===== config.mk =====
export PLATFORM = sky130hd
export DESIGN_NAME = aa_lookup_ctrl
export DESIGN_NICKNAME = d
export VERILOG_FILES = /design/src/rtl/aa_lookup_ctrl.sv
export SDC_FILE = /design/constraint.sdc
export NUM_CORES = 1
export LEC_CHECK = 0
export CORE_MARGIN = 2
export CORE_UTILIZATION = 45
export DETAILED_ROUTE_END_ITERATION = 7
export PLACE_DENSITY = 0.68
export SETUP_SLACK_MARGIN = 0.1
export SLEW_MARGIN = 20
export SYNTH_ARGS = -nofsm -noshare
export SYNTH_HDL_FRONTEND = slang
export SYNTH_SLANG_ARGS = --single-unit

===== constraint.sdc =====
create_clock -name clk -period 8.1 [get_ports clk]
set_input_delay 0.81 -clock clk [delete_from_list [all_inputs] [get_ports clk]]
set_output_delay 0.81 -clock clk [all_outputs]
set_load 0.02 [all_outputs]

===== src/rtl/aa_lookup_ctrl.sv =====
// aa_lookup_ctrl: small associative key/data table shared by two requesters.
// One request is in flight at a time: IDLE grants a requester round-robin,
// SEARCH walks the table one entry per cycle from index 0, and RESP holds the
// result until it is accepted. Table updates commit on SEARCH -> RESP.
module aa_lookup_ctrl #(
  parameter  int ENTRIES = 8,
  parameter  int ADDR_W  = 32,
  parameter  int DATA_W  = 32,
  localparam int IW      = (ENTRIES > 1) ? $clog2(ENTRIES) : 1,
  localparam int CW      = $clog2(ENTRIES) + 1
) (
  input  logic                clk,
  input  logic                rst_n,
  input  logic [1:0]          req_valid,
  output logic [1:0]          req_ready,
  input  logic [3:0]          req_op,
  input  logic [2*ADDR_W-1:0] req_addr,
  input  logic [2*DATA_W-1:0] req_data,
  output logic                rsp_valid,
  input  logic                rsp_ready,
  output logic                rsp_id,
  output logic                rsp_exists,
  output logic [DATA_W-1:0]   rsp_data,
  output logic                rsp_err,
  output logic [CW-1:0]       num_entries
);

  typedef enum logic [1:0] {S_IDLE, S_SEARCH, S_RESP} state_t;

  localparam logic [1:0] OP_WRITE  = 2'd2;
  localparam logic [1:0] OP_DELETE = 2'd3;

  // Key/data storage carries no reset; valid_q alone defines the contents.
  logic [ADDR_W-1:0] key_mem  [ENTRIES];
  logic [DATA_W-1:0] data_mem [ENTRIES];

  state_t            state_q, state_d;
  logic [ENTRIES-1:0] valid_q, valid_d;
  logic [CW-1:0]     count_q, count_d;
  logic [IW-1:0]     idx_q, idx_d;
  logic [IW-1:0]     free_idx_q, free_idx_d;
  logic              free_found_q, free_found_d;
  logic [ADDR_W-1:0] key_q, key_d;
  logic [DATA_W-1:0] wdata_q, wdata_d;
  logic [1:0]        op_q, op_d;
  logic              id_q, id_d;
  logic              prio_q, prio_d;
  logic              rsp_exists_q, rsp_exists_d;
  logic [DATA_W-1:0] rsp_data_q, rsp_data_d;
  logic              rsp_err_q, rsp_err_d;

  logic              gnt;
  logic              hit;
  logic              cur_free;
  logic              last_idx;
  logic              mem_we;
  logic              mem_key_we;
  logic [IW-1:0]     mem_addr;

  // Next-state, grant and commit decisions for the IDLE/SEARCH/RESP sequence.
  always_comb begin
    state_d      = state_q;
    valid_d      = valid_q;
    count_d      = count_q;
    idx_d        = idx_q;
    free_idx_d   = free_idx_q;
    free_found_d = free_found_q;
    key_d        = key_q;
    wdata_d      = wdata_q;
    op_d         = op_q;
    id_d         = id_q;
    prio_d       = prio_q;
    rsp_exists_d = rsp_exists_q;
    rsp_data_d   = rsp_data_q;
    rsp_err_d    = rsp_err_q;
    req_ready    = 2'b00;
    gnt          = 1'b0;
    mem_we       = 1'b0;
    mem_key_we   = 1'b0;
    mem_addr     = idx_q;
    hit          = valid_q[idx_q] && (key_mem[idx_q] == key_q);
    cur_free     = !valid_q[idx_q];
    last_idx     = (idx_q == IW'(ENTRIES - 1));

    case (state_q)
      S_IDLE: begin
        if (req_valid != 2'b00) begin
          // Both valid: favour the one not granted last; else the lone requester.
          gnt            = (req_valid == 2'b11) ? prio_q : req_valid[1];
          req_ready[gnt] = 1'b1;
          id_d           = gnt;
          op_d           = gnt ? req_op[3:2] : req_op[1:0];
          key_d          = gnt ? req_addr[2*ADDR_W-1:ADDR_W] : req_addr[ADDR_W-1:0];
          wdata_d        = gnt ? req_data[2*DATA_W-1:DATA_W] : req_data[DATA_W-1:0];
          prio_d         = ~gnt;
          idx_d          = '0;
          free_found_d   = 1'b0;
          free_idx_d     = '0;
          state_d        = S_SEARCH;
        end
      end

      S_SEARCH: begin
        if (!free_found_q && cur_free) begin
          free_found_d = 1'b1;
          free_idx_d   = idx_q;
        end
        if (!hit && !last_idx) begin
          idx_d = idx_q + IW'(1);
        end else begin
          state_d      = S_RESP;
          rsp_exists_d = hit;
          rsp_data_d   = hit ? data_mem[idx_q] : '0;
          rsp_err_d    = 1'b0;
          if (op_q == OP_WRITE) begin
            if (hit) begin
              mem_we = 1'b1;
            end else if (free_found_q || cur_free) begin
              mem_addr          = free_found_q ? free_idx_q : idx_q;
              mem_we            = 1'b1;
              mem_key_we        = 1'b1;
              valid_d[mem_addr] = 1'b1;
              count_d           = count_q + CW'(1);
            end else begin
              rsp_err_d = 1'b1;
            end
          end else if (op_q == OP_DELETE && hit) begin
            valid_d[idx_q] = 1'b0;
            count_d        = count_q - CW'(1);
          end
        end
      end

      S_RESP: begin
        if (rsp_ready) begin
          state_d = S_IDLE;
        end
      end

      default: state_d = S_IDLE;
    endcase
  end

  // Control state and response registers; reset aborts any op in flight.
  always_ff @(posedge clk or negedge rst_n) begin
    if (!rst_n) begin
      state_q      <= S_IDLE;
      valid_q      <= '0;
      count_q      <= '0;
      idx_q        <= '0;
      free_idx_q   <= '0;
      free_found_q <= 1'b0;
      key_q        <= '0;
      wdata_q      <= '0;
      op_q         <= '0;
      id_q         <= 1'b0;
      prio_q       <= 1'b0;
      rsp_exists_q <= 1'b0;
      rsp_data_q   <= '0;
      rsp_err_q    <= 1'b0;
    end else begin
      state_q      <= state_d;
      valid_q      <= valid_d;
      count_q      <= count_d;
      idx_q        <= idx_d;
      free_idx_q   <= free_idx_d;
      free_found_q <= free_found_d;
      key_q        <= key_d;
      wdata_q      <= wdata_d;
      op_q         <= op_d;
      id_q         <= id_d;
      prio_q       <= prio_d;
      rsp_exists_q <= rsp_exists_d;
      rsp_data_q   <= rsp_data_d;
      rsp_err_q    <= rsp_err_d;
    end
  end

  // Key/data write port; writes only fire on the SEARCH -> RESP commit cycle.
  always_ff @(posedge clk) begin
    if (mem_we) begin
      data_mem[mem_addr] <= wdata_q;
    end
    if (mem_key_we) begin
      key_mem[mem_addr] <= key_q;
    end
  end

  assign rsp_valid   = (state_q == S_RESP);
  assign rsp_id      = id_q;
  assign rsp_exists  = rsp_exists_q;
  assign rsp_data    = rsp_data_q;
  assign rsp_err     = rsp_err_q;
  assign num_entries = count_q;

endmodule


### Yosys cells after proc, flatten, opt, wreduce, memory -nomap -nowiden

Memories as Yosys holds them, arrays and structs flattened.
Index checks and enable logic that the tools add are counted.

| word-level totals | value |
|---|---|
| flip-flop bits (word level) | 123 |
| bits in latches | 0 |
| bits in writable memories | 512 |
| bits in read-only memories | 0 |
| bits of input ports | 137 |
| output and inout port bits | 42 |
| logic and storage cells | 123 |
| memories | 2 |

Memory list:

| memory | words | width | rd ports | clocked after Yosys merged registers in | wr ports | RTL line | source |
|---|---|---|---|---|---|---|---|
| data_mem | 8 | 32 | 1 | 0 | 1 | 35 | `logic [DATA_W-1:0] data_mem [ENTRIES];` |
| key_mem | 8 | 32 | 1 | 0 | 1 | 34 | `logic [ADDR_W-1:0] key_mem [ENTRIES];` |

| cells by class | value |
|---|---|
| add/sub/neg operators | 3 |
| multipliers | 0 |
| divide/modulo/power cells | 0 |
| order comparisons | 6 |
| equality and inequality tests | 14 |
| shift-type cells | 0 |
| multiplexer cells | 57 |
| bitwise gates (word level) | 5 |
| reduce and logical (&&, ||, !) cells | 22 |

Operators by type and width:

| cell | count |
|---|---|
| $mux 32 | 3 |
| $eq 32x32->1 | 1 |
| $mux 8 | 4 |
| $mux 3 | 9 |
| $mux 1 | 23 |
| $mux 4 | 4 |
| $mux 2 | 6 |
| $pmux 3 s2 | 2 |
| $ne 2x2->1 const B | 5 |
| $reduce_and 3->1 | 3 |
| $and 8x8->8 | 1 |
| $eq 2x2->1 const B | 4 |
| $lt 3x4->1 const B | 2 |
| $not 8->8 | 1 |
| $or 8x8->8 | 1 |
| $logic_and 1x1->1 | 7 |
| $demux 1 s3 | 2 |
| $ge 3x1->1 const B | 2 |
| $pmux 2 s3 | 1 |
| $reduce_bool 2->1 | 3 |
| $reduce_and 5->1 | 1 |
| $add 4x1->4 const B | 1 |
| $logic_not 1->1 | 4 |
| $ne 2x1->1 const B | 2 |
| 13 further kinds | 15 |

### Longest topological paths before layout

| logic depth | value |
|---|---|
| depth after elaboration | 11 |
| mapped depth | 15 |
| mapped depth without buffers | 9 |

### Least setup slack after synthesis

No wires, ideal clock.

| path | value |
|---|---|
| path kind | flip-flop to flip-flop |
| from | register idx_q[2] |
| to | memory key_mem[0][0], enable pin |
| library setup time | 0.503 ns |
| arrival time | 5.272 ns |
| data required time | 7.597 ns |
| slack | 2.325 ns |
| cell stages (with the launch flop) | 11 |
| path buffers | 4 |
| clock period less this slack | 5.775 ns |
| cells stage by stage | dfrtp_1 > buf_2 > buf_4 > buf_2 > buf_1 > mux4_2 > mux2i_1 > xor2_1 > nand4_1 > nor4b_4 > nor4_1 |

| on the way | value |
|---|---|
| word-level cells in the longest chain between the ends | 11 |
| elaborated cells on any way between the ends | 24 |
| classes of those cells | eq/ne: 2; mux: 15; reduce/logical: 6; memory: 1 |

Ends and longest elaborated chain:

| what | RTL line | source |
|---|---|---|
| from (decl) | 40 | `logic [IW-1:0] idx_q, idx_d;` |
| from (signal assigned) | 165 | `idx_q <= idx_d;` |
| branches (longest 11 deep; another with $mem_v2 8x32) | n/a |  |
| to (decl) | 34 |  |

Parallel ways; which one is timed is not known. The select of a mux whose other input is x is not followed.

### Worst setup path in the final report

| path | value |
|---|---|
| from | register idx_q[0] |
| to | memory data_mem[4][29], enable pin |

| on the way | value |
|---|---|
| word-level cells in the longest chain between the ends | 11 |
| elaborated cells on any way between the ends | 24 |
| classes of those cells | eq/ne: 2; mux: 15; reduce/logical: 6; memory: 1 |

Ends and longest elaborated chain:

| what | RTL line |
|---|---|
| branches (longest 11 deep; another with $mem_v2 8x32) | n/a |
| to (decl) | 35 |

Parallel ways; which one is timed is not known. The select of a mux whose other input is x is not followed.

==> out/metrics.cfg <==
[sta]
hold_violations = 0
tns_ns = 0
min_period_ns = 5.384
maxSlewViolCount = 0
rsz0062_at_grt = no
fmax_mhz = 185.7
setup_violations = 0
period_share_pct = 66.47
worstMarginPinSlew_ns = 1.180
slew_headroom_pct = 21.24
fin_skew_ns = 0.02748

[cts]
path_clk_slew_ns = 0.06
clock_latency_ns = 0.61
cts.htree.levels = 3
cts.path.max_buffers = 3
cts_root_buffer = clkbuf_16
cts.sinks = 635
tritoncts = built
cts_made_buffers = 66
post_cts_resized = 0
cts_setup_buffers = 0
hold_buffers = 0

[synth]
syn-instance-count = 1494
postSynthAreaPerCell_um2 = 16.50
synth_edf_count = 512
synthTopCellsByCount = edfxtp_1 (512), nand2_1 (147), dfrtp_1 (123), o22ai_1 (93), a22oi_1 (67)
synthMostInstantiatedCell = edfxtp_1
ys_seq_elements = 635
syn-cell-area_mm2 = 0.02465
synth_ff_type = edfxtp_1
synth_area_leaders = edfxtp_1 (62%), dfrtp_1 (12%), mux4_2 (3.2%)
ys_warn_count = 0
synth.top_cell.area_share_pct = 62.37
synthArstFlopShare_pct = 19.37
synth_cell_types = 59
synth.largest_area_cell = edfxtp_1
syn-num-nets = 1636
ys_seq_area_share_pct = 74.86

[setup_path]
reg2reg_depth = 11
critPathKind = reg2reg
worst-r2r-setup-slack_ns = 2.72
rr_startpoint = idx_q[0]$_DFFE_PN0P_
cp.required_ns = 8.34
critical_path_arrival_ns = 5.62
start_kind = flip-flop
crit_fanout = 55
r2r-end = data_mem[4][29]$_DFFE_PP_
crit_path_end_kind = flip-flop

[pwr]
finalPower_mw = 10.16
ir_drop_mv = 0.2439
cellPowerDensity_mw_per_mm2 = 343.9
leakage_nw = 10.30

[final_layout]
finalNetCount = 1833
layout-drive-gt1-share_pct = 13.71
n_antenna_cell = 0
regArea_mm2 = 0.01846
multi_input_area_mm2 = 0.005824
fill_cells = 4226
areaGrowthSynthToFinish_pct = 19.82

[grt]
grt_max_degree = 80
first_global_vias = 15000
grt_pass1_wl_mm = 90.76
grt_antenna_before_repair = 0
grt_overflow = 0
grt_use_total_pct = 21.32

[route]
routed-wl-met3_mm = 4.560
vias = 14479
drc_errors = 0
drt.antenna.violating_nets = 0
vias_per_cell = 5.936
wl_per_cell_um = 24.46
wirelength_mm = 59.65
met1_length_mm = 25.00
top_layer = met4
dr.first_iter.drc_count = 1525
met2_length_mm = 28.35
dr.pass1.iters = 5

[floorplan]
initial_core_util_pct = 45.63
num_rows = 85
top_level_ports = 179
die_h_um = 238.1
die_area_mm2 = 0.05667
fp.coreArea_mm2 = 0.05403
die_w_um = 238.1

[worst_hold_path]
hold_class = in2async

[place]
port_buffers = 178
place.gp.congestion = 0.8643
dpl.hpwl_mm = 35.15

[run]
max-cap-violations = 0

[status]
outcome = finished clean

[metal layers]
metal / vias to the layer above / global-route usage (%)
met5: - / 0
met2: 600 / 34.71
met3: 111 / 4.072
li1: 6360 / -
met1: 7408 / 29.02
met4: 0 / 7.273
[registers in the layout, indices dropped and copies added (netlist names)]
signal and count:
valid_q 8, key_q 32, rsp_err 1, rsp_exists 1, state_q 2, rsp_data 32, prio_q 1, idx_q 3
op_q 2, free_idx_q 3, num_entries 4, data_mem 256, wdata_q 32, key_mem 256, rsp_id 1, free_found_q 1
[logic make-up (layout without fill, tap and decap cells)]
logic type	count (synthesis)	in the layout	synth area share (%)
flip-flops	635	635	74.86
adder cells (fa/ha/maj)	5	5	0.2842
XOR/XNOR	27	27	0.9593
AO/OA/AOI/OAI	318	318	9.304
buffers and inverters	100	349	2.000
AND/OR/NAND/NOR	278	278	5.314
multiplexers	131	131	7.284
[final cells by class]
cell class              instances  share of cell area (%)
clock buffers                  83                   6.117
clock inverters                37                   1.495
inverters                      14                  0.1779
multi-input cells             759                   19.72
flip-flops and latches        635                   62.50
well taps                     696                   2.948
repair buffers                215                   7.045
[worst max-delay path: stages, from the launching register on]
cell and delay, ns:
dfrtp_2 0.76, buf_4 0.72, mux4_2 0.60, mux2i_1 0.18, xnor2_1 0.09, nor4_1 0.48, nand4_1 0.32, or2_1 0.35
o21ai_2 0.33, mux2_2 0.42, nor3_2 0.18, buf_4 0.51
[metrics by stage]
stage	cells	hold WS, ns	worst slack [ns]	utilization (%)	area, um2
after global routing	2439	0.2076	2.237	54.67	29540
after floorplan	1494	0.4502	2.325	-	24650
final	2439	0.1542	2.716	54.67	29540
after CTS	2438	0.1817	2.630	54.61	29510
after detailed placement	2318	0.4698	2.658	50.45	27260
after global placement	2318	0.4664	2.742	50.45	27260
[where the power goes]
group	internal [mW]	switching, mW
Sequential	4.10	0.560
Clock	1.83	1.28
Combinational	0.977	1.41
Total	6.91	3.25
[placed cells by master (no fill, tap or decap), types with 20 or more instances in the layout]
master,instances
a22o_1,38
a22oi_1,67
buf_4,36
clkbuf_16,67
clkdlybuf4s50_1,177
dfrtp_1,120
edfxtp_1,512
mux2_2,35
mux2i_1,59
mux4_2,35
nand2_1,146
nor2_1,25
nor3_1,20
o21ai_0,25
o221ai_1,22
o22ai_1,93
[worst max path at each step]
stage | start | to | slack, ns | depth (start not counted)
after floorplan | idx_q[2]$_DFFE_PN0P_ | key_mem[0][0]$_DFFE_PP_ | 2.32 | 10
after global placement | idx_q[0]$_DFFE_PN0P_ | data_mem[4][16]$_DFFE_PP_ | 2.74 | 11
after detailed placement | idx_q[0]$_DFFE_PN0P_ | data_mem[0][20]$_DFFE_PP_ | 2.66 | 10
after CTS | idx_q[0]$_DFFE_PN0P_ | data_mem[0][13]$_DFFE_PP_ | 2.63 | 10
after global routing | idx_q[0]$_DFFE_PN0P_ | data_mem[3][27]$_DFFE_PP_ | 2.24 | 10
final | idx_q[0]$_DFFE_PN0P_ | data_mem[4][29]$_DFFE_PP_ | 2.72 | 11
No activity file was read; power rests on OpenSTA's default activity.
